<file path="src/rtl/gelato_ram_arbiter.sv">
// Round-robin arbiter sharing one RAM port among REQ_NUM requesters.
// One transaction in flight; each response is routed back to the requester that issued it.
module gelato_ram_arbiter #(
  parameter int REQ_NUM    = 2,
  parameter int ADDR_WIDTH = 32,
  parameter int DATA_WIDTH = 32
) (
  input  logic                          clk,
  input  logic                          rst_n,
  input  logic                          rdy,
  input  logic [REQ_NUM-1:0]            req_valid,
  output logic [REQ_NUM-1:0]            req_ready,
  input  logic [REQ_NUM-1:0]            req_wr,
  input  logic [REQ_NUM*ADDR_WIDTH-1:0] req_addr,
  input  logic [REQ_NUM*DATA_WIDTH-1:0] req_wdata,
  output logic [REQ_NUM-1:0]            resp_valid,
  output logic [DATA_WIDTH-1:0]         resp_rdata,
  output logic                          ram_valid,
  input  logic                          ram_ready,
  output logic                          ram_wr,
  output logic [ADDR_WIDTH-1:0]         ram_addr,
  output logic [DATA_WIDTH-1:0]         ram_wdata,
  input  logic                          ram_resp_valid,
  input  logic [DATA_WIDTH-1:0]         ram_rdata
);

  localparam int PtrW = (REQ_NUM > 1) ? $clog2(REQ_NUM) : 1;

  typedef enum logic [1:0] {StIdle, StIssue, StWait} state_e;

  state_e                state_q, state_d;
  logic [PtrW-1:0]       rr_q, rr_d;
  logic [PtrW-1:0]       owner_q, owner_d;
  logic [PtrW-1:0]       win_idx, win_next;
  logic [PtrW:0]         cand;
  logic                  win_found, grant;
  logic                  sel_wr;
  logic [ADDR_WIDTH-1:0] sel_addr;
  logic [DATA_WIDTH-1:0] sel_wdata;
  logic                  ram_wr_d;
  logic [ADDR_WIDTH-1:0] ram_addr_d;
  logic [DATA_WIDTH-1:0] ram_wdata_d;
  logic [REQ_NUM-1:0]    resp_valid_d;
  logic [DATA_WIDTH-1:0] resp_rdata_d;

  // First valid requester at or after the pointer, wrapping past REQ_NUM-1.
  always_comb begin
    win_found = 1'b0;
    win_idx   = '0;
    cand      = '0;
    for (int i = 0; i < REQ_NUM; i++) begin
      cand = {1'b0, rr_q} + (PtrW+1)'(i);
      if (cand >= (PtrW+1)'(REQ_NUM)) cand = cand - (PtrW+1)'(REQ_NUM);
      if (!win_found && req_valid[cand[PtrW-1:0]]) begin
        win_found = 1'b1;
        win_idx   = cand[PtrW-1:0];
      end
    end
  end

  assign win_next  = (win_idx == PtrW'(REQ_NUM - 1)) ? '0 : win_idx + PtrW'(1);
  // rst_n gates the handshake so nothing is offered while reset is held.
  assign grant     = rst_n && rdy && (state_q == StIdle) && win_found;
  assign ram_valid = (state_q == StIssue);

  always_comb begin
    req_ready = '0;
    sel_wr    = 1'b0;
    sel_addr  = '0;
    sel_wdata = '0;
    for (int i = 0; i < REQ_NUM; i++) begin
      req_ready[i] = grant && (win_idx == PtrW'(i));
      if (win_idx == PtrW'(i)) begin
        sel_wr    = req_wr[i];
        sel_addr  = req_addr[i*ADDR_WIDTH +: ADDR_WIDTH];
        sel_wdata = req_wdata[i*DATA_WIDTH +: DATA_WIDTH];
      end
    end
  end

  always_comb begin
    state_d      = state_q;
    rr_d         = rr_q;
    owner_d      = owner_q;
    ram_wr_d     = ram_wr;
    ram_addr_d   = ram_addr;
    ram_wdata_d  = ram_wdata;
    resp_valid_d = rdy ? '0 : resp_valid;
    resp_rdata_d = resp_rdata;
    if (rdy) begin
      case (state_q)
        StIdle: begin
          if (grant) begin
            ram_wr_d    = sel_wr;
            ram_addr_d  = sel_addr;
            ram_wdata_d = sel_wdata;
            owner_d     = win_idx;
            rr_d        = win_next;
            state_d     = StIssue;
          end
        end
        StIssue: begin
          if (ram_ready) state_d = StWait;
        end
        StWait: begin
          if (ram_resp_valid) begin
            resp_rdata_d = ram_rdata;
            for (int i = 0; i < REQ_NUM; i++) resp_valid_d[i] = (owner_q == PtrW'(i));
            state_d = StIdle;
          end
        end
        default: state_d = StIdle;
      endcase
    end
  end

  always_ff @(posedge clk or negedge rst_n) begin
    if (!rst_n) begin
      state_q    <= StIdle;
      rr_q       <= '0;
      owner_q    <= '0;
      ram_wr     <= 1'b0;
      ram_addr   <= '0;
      ram_wdata  <= '0;
      resp_valid <= '0;
      resp_rdata <= '0;
    end else begin
      state_q    <= state_d;
      rr_q       <= rr_d;
      owner_q    <= owner_d;
      ram_wr     <= ram_wr_d;
      ram_addr   <= ram_addr_d;
      ram_wdata  <= ram_wdata_d;
      resp_valid <= resp_valid_d;
      resp_rdata <= resp_rdata_d;
    end
  end

endmodule

</file>
<file path="config.mk">
export PLATFORM = sky130hd
export DESIGN_NAME = gelato_ram_arbiter
export DESIGN_NICKNAME = d
export VERILOG_FILES = /design/src/rtl/gelato_ram_arbiter.sv
export SDC_FILE = /design/constraint.sdc
export NUM_CORES = 1
export LEC_CHECK = 0
export CAP_MARGIN = 10
export CELL_PAD_IN_SITES_DETAIL_PLACEMENT = 0
export CELL_PAD_IN_SITES_GLOBAL_PLACEMENT = 1
export CORE_UTILIZATION = 30
export DETAILED_ROUTE_END_ITERATION = 7
export GPL_ROUTABILITY_DRIVEN = 0
export HOLD_SLACK_MARGIN = 0.08
export PLACE_DENSITY_LB_ADDON = 0.1
export SLEW_MARGIN = 10
export SYNTH_ARGS = -nofsm -noshare
export SYNTH_HDL_FRONTEND = slang
export SYNTH_SLANG_ARGS = --single-unit
</file>
<file path="constraint.sdc">
create_clock -name clk -period 3.37 [get_ports clk]
set_input_delay 0.674 -clock clk [delete_from_list [all_inputs] [get_ports clk]]
set_output_delay 0.674 -clock clk [all_outputs]
set_load 0.03 [all_outputs]
</file>
* After elaboration in Yosys (flattened, before gate mapping)
Cells that the tools add are included.
** Storage, ports and cells
- Bits of input ports :: 169
- Bits in read-only memories :: 0
- RAM bits :: 0
- Memories kept :: 0
- Latch bits :: 0
- Word-level logic and storage cells :: 56
- Output and inout bits :: 102
- Register bits :: 103
** Operators by class
- $lt $le $gt $ge :: 4
- Reduce and logical (&&, ||, !) cells :: 11
- Divide/modulo/power cells :: 0
- Add/subtract/negate cells :: 4
- Equality and inequality tests :: 5
- Shift-type cells :: 0
- Bitwise gates (word level) :: 2
- Multiplexer cells :: 22
- Multiply operators :: 0
** Operators with widths (number)
- $mux W32 :: 2
- $mux W2 :: 7
- $mux W1 :: 12
- $logic_and A1 B1 Y1 :: 6
- $pmux W2 S3 :: 1
- $reduce_and A3 Y1 :: 2
- $lt A1 B2 Y1 const B :: 2
- $ne A2 B2 Y1 const B :: 2
- $reduce_and A4 Y1 :: 1
- $add A1 B1 Y2 const B :: 1
- $eq A2 B1 Y1 const B :: 1
- $eq A2 B2 Y1 const B :: 1
- $ge A1 B2 Y1 const B :: 1
- $ge A2 B2 Y1 const B :: 1
- $logic_not A2 Y1 :: 1
- $ne A2 B1 Y1 const B :: 1
- $not A1 Y1 :: 2
- $sub A1 B1 Y1 const B :: 2
- $add A1 B1 Y1 const B :: 1
- $logic_not A1 Y1 :: 1

* Depth between registers and ports, before layout
- Depth in word-level cells :: 11
- Gate-level depth with buffers :: 6
- Gate-level depth less buffers :: 3

* Worst setup path after synthesis
OpenSTA, ideal clock, no wires.
- Path type :: input to output
- Start point :: input rst_n
- End point :: output req_ready[0]
- Cell stages on the path :: 5
- Data arrival time :: 1836 ps
- Required time :: 2696 ps
- Path slack :: 860 ps
- Path buffers :: 2
- Path through :: nor4bb_1 buf_2 buf_2 o21ai_0 a21oi_1
** On the way
- Longest elaborated chain between the ends :: 4
** RTL lines
- start: declaration :: line 9 : input logic rst_n,
- $logic_and A1 B1 Y1 (3 in a row) :: line 63 : assign grant = rst_n && rdy && (state_q == StIdle) && win_found;
- $logic_and A1 B1 Y1 :: line 72 : req_ready[i] = grant && (win_idx == PtrW'(i));
- end: declaration :: line 12 : output logic [REQ_NUM-1:0] req_ready,
No other way between the ends.

* Worst setup path in the final report
- Start point :: input rdy
- End point :: output req_ready[0]
** On the way
- Longest elaborated chain between the ends :: 4
** RTL lines
- start: declaration :: line 10 : input logic rdy,
- $logic_and A1 B1 Y1 (3 in a row) :: line 63
- $logic_and A1 B1 Y1 :: line 72
No other way between the ends.

==> impl_metrics.toml <==
[detailed_routing]
post_route_drc_violation_count = 0
wl_per_cell_microns = 19.4
drt_iter0_markers = 185
route.antenna.remaining_nets = 0
drt_pass1_iterations = 4
routed_wl_microns = 14900
post_drt_via_cell_ratio = 5.18
via_count = 3965

[yosys]
synth_seq_cells = 103
synth_area_sq_um = 4410
yosys.cell_types.count = 21
synth-warning-count = 0
synthesis.instances = 328
syn-mean-instance-area_sq_um = 13.5
synth.net_count = 497
synth_seq_area_share_pct = 58.4

[placement]
detailed_placement_hpwl_microns = 10700
port_buffers = 270
dp_worst_setup_slack_ns = 0.473

[sta]
worst_slack_ns = 0.623
timing.slew.headroom_pct = 53.4
fin_crit_sh_pct = 81.5
number_of_hold_slack_violations_in_the_final_timing_report = 0
final.min_clock_period_ns = 2.75
setup_repair_after_global_routing_missed_its_margin = "false"
fin_tns_setup_ns = 0
clock_skew_ns = 0.00623
max_freq_mhz = 364
setup_viol = 0
report.final.slew_viol_count = 0
timing_worst_slew_pin_value_ns = 0.699

[hold_path]
hold_class = "in2async"

[worst_setup_path]
timing.critical_path.slowest_stage_cell = "clkdlybuf4s50_1"
crit_fanout = 7
cp_data_arrival_time_ns = 2.07
crit_path_end_kind = "output port"
required_ns = 2.70
critPathBufInv = 2
setup_cp_type = "in2out"
chain_of_cells_forming_the_critical_path = "clkdlybuf4s50_1, nor4bb_4, o21ai_0, a21oi_1, buf_4"
critical-path-top-delay-family = "buffers and inverters"
timing.critical_path.slowest_cell_delay_ns = 0.59
timing.critical_path.from_type = "input port"

[floorplan]
initial_core_utilization_pct = 31.3
core_area_sq_um = 14100
floorplan.die.height_microns = 123
floorplan.die.width_microns = 123
floorplan.io_pins = 271
number_of_rows_created_at_floorplan = 43
die_area_sq_um = 15200

[cells_and_area]
layout.area.seq_sq_um = 2580
multiInputGateArea_sq_um = 1650
layout_commonest_cell = "clkdlybuf4s50_1"
synthToLayoutAreaGrowth_pct = 71.8
nNetsFinal = 751
nFillCells = 1242
share_of_post_route_cells_with_drive_strength_above_1_pct = 11.1
num_antenna_cells = 0
most-common-layout-cells = "267 x clkdlybuf4s50_1, 103 x dfrtp_1, 65 x o32ai_1, 65 x a2bb2oi_1, 32 x mux2_2"

[run]
cap_violations = 0

[global_route]
grt_antenna_before_repair = 0
track_usage_pct = 19.6
grt_start_max_net_pins = 54
wire_length_of_the_first_global_routing_pass_microns = 22200
via_count_of_the_first_global_routing_pass = 4084
globalRoute.totalOverflow = 0

[power]
p_leak_nw = 2.95
ir_worst_vdd_uv = 532
pwr_density_cell_nw_per_um2 = 892

[clock_tree]
clock_insertion_delay_worst_skew_ns = 0.34
cts.hold.buffers_added = 0
tritoncts_clock_tree = "yes"
cts-root-to-sink-buffers = 2
htree_levels = 3
postCtsResizedCells = 0
cts.sink_count = 103
post_cts.repair.setup_buffers = 0
ctsRootBufferMaster = "clkbuf_16"
cts.clk_slew.worst_paths_ns = 0.06
cts_made_buffers = 9

[run_status]
run_status = "finished clean"
Yosys cell counts:
cell type,n,area [sq um]
nand3_1,1,5.00
buf_2,13,65.1
nand4b_1,1,8.76
buf_6,4,45.0
o21a_1,1,7.51
inv_1,5,18.8
o22ai_1,2,12.5
mux2_2,32,360
o32ai_1,65,569
nand2b_1,1,6.26
nor4bb_1,1,10.0
clkbuf_1,22,82.6
o21ai_0,4,20.0
nor2b_1,2,12.5
a21bo_2,1,10.0
nand2_1,2,7.51
a32o_1,1,10.0
dfrtp_1,103,2580
o21a_2,1,8.76
a21oi_1,1,5.00
a2bb2oi_1,65,569
state kept, by name (all words and copies together), names as in the netlist, named ones only:
signal,count
owner_q,1
ram_addr,32
ram_wdata,32
ram_wr,1
resp_rdata,32
rr_q,1
state_q,2
power breakdown:
| part | switching, mW | internal (mW) |
|---|---|---|
| sequential | 0.319 | 1.80 |
| combinational | 1.88 | 1.64 |
| clock | 0.439 | 0.668 |
cell type report:
| cell class | instances | share of cell area [%] |
|---|---|---|
| Clock inverter | 3 | 0.892 |
| Tap cell | 180 | 2.97 |
| Multi-Input combinational cell | 181 | 21.7 |
| Sequential cell | 103 | 34.0 |
| Timing Repair Buffer | 282 | 36.9 |
| Inverter | 5 | 0.248 |
| Clock buffer | 12 | 3.25 |
worst register-to-register path: stages (launching register included):
cell and delay (ns):
dfrtp_1 0.44, nor4bb_4 0.36, buf_4 0.40, o21a_2 0.22
buf_4 0.37, a2bb2oi_1 0.22
through the flow:
step	instance area, sq um	total power [mW]	instances	utilization, %	hold WS [ns]
after global routing	7580	7.09	766	53.8	0.488
final	7580	6.76	766	53.8	0.475
after global placement	7260	5.65	751	51.5	0.459
after detailed placement	7260	5.69	751	51.5	0.474
after CTS	7580	6.85	766	53.8	0.483
after floorplan	4410	4.05	328	-	0.378
kinds of logic (layout without fill, tap and decap cells):
family / Yosys count / in the layout / synth area share, %
AOI/OAI and AO/OA: 141 / 141 / 27.5
DFF: 103 / 103 / 58.4
buffers and inverters: 44 / 302 / 4.79
and+or+nand+nor: 8 / 8 / 1.13
muxes: 32 / 32 / 8.17
layer usage:
| layer | wire, microns | vias to the layer above | GRT usage [%] |
|---|---|---|---|
| li1 | - | 1842 | - |
| met2 | 7310 | 163 | 32.6 |
| met1 | 5970 | 1939 | 22.8 |
| met3 | 1240 | 21 | 7.24 |
| met5 | 0 | - | 0 |
| met4 | 337 | 0 | 7.76 |
final timing paths:
kind / start / end / slack (ns) / depth (start not counted)
min in group clk: owner_q$_DFFE_PN0P_ / flip-flop / 0.48 / 1
hold / removal: rst_n / ram_wdata[2]$_DFFE_PN0P_ / 0.48 / 2
hold reg to reg: owner_q$_DFFE_PN0P_ / flip-flop / 0.48 / 1
setup reg to reg: state_q[0]$_DFFE_PN0P_ / ram_wdata[15]$_DFFE_PN0P_ / 1.28 / 5
setup / recovery: rdy / req_ready[0] / 0.62 / 5
max in group asynchronous: rst_n / resp_rdata[17]$_DFFE_PN0P_ / 1.73 / 3
No activity file was read; power rests on OpenSTA's default activity.
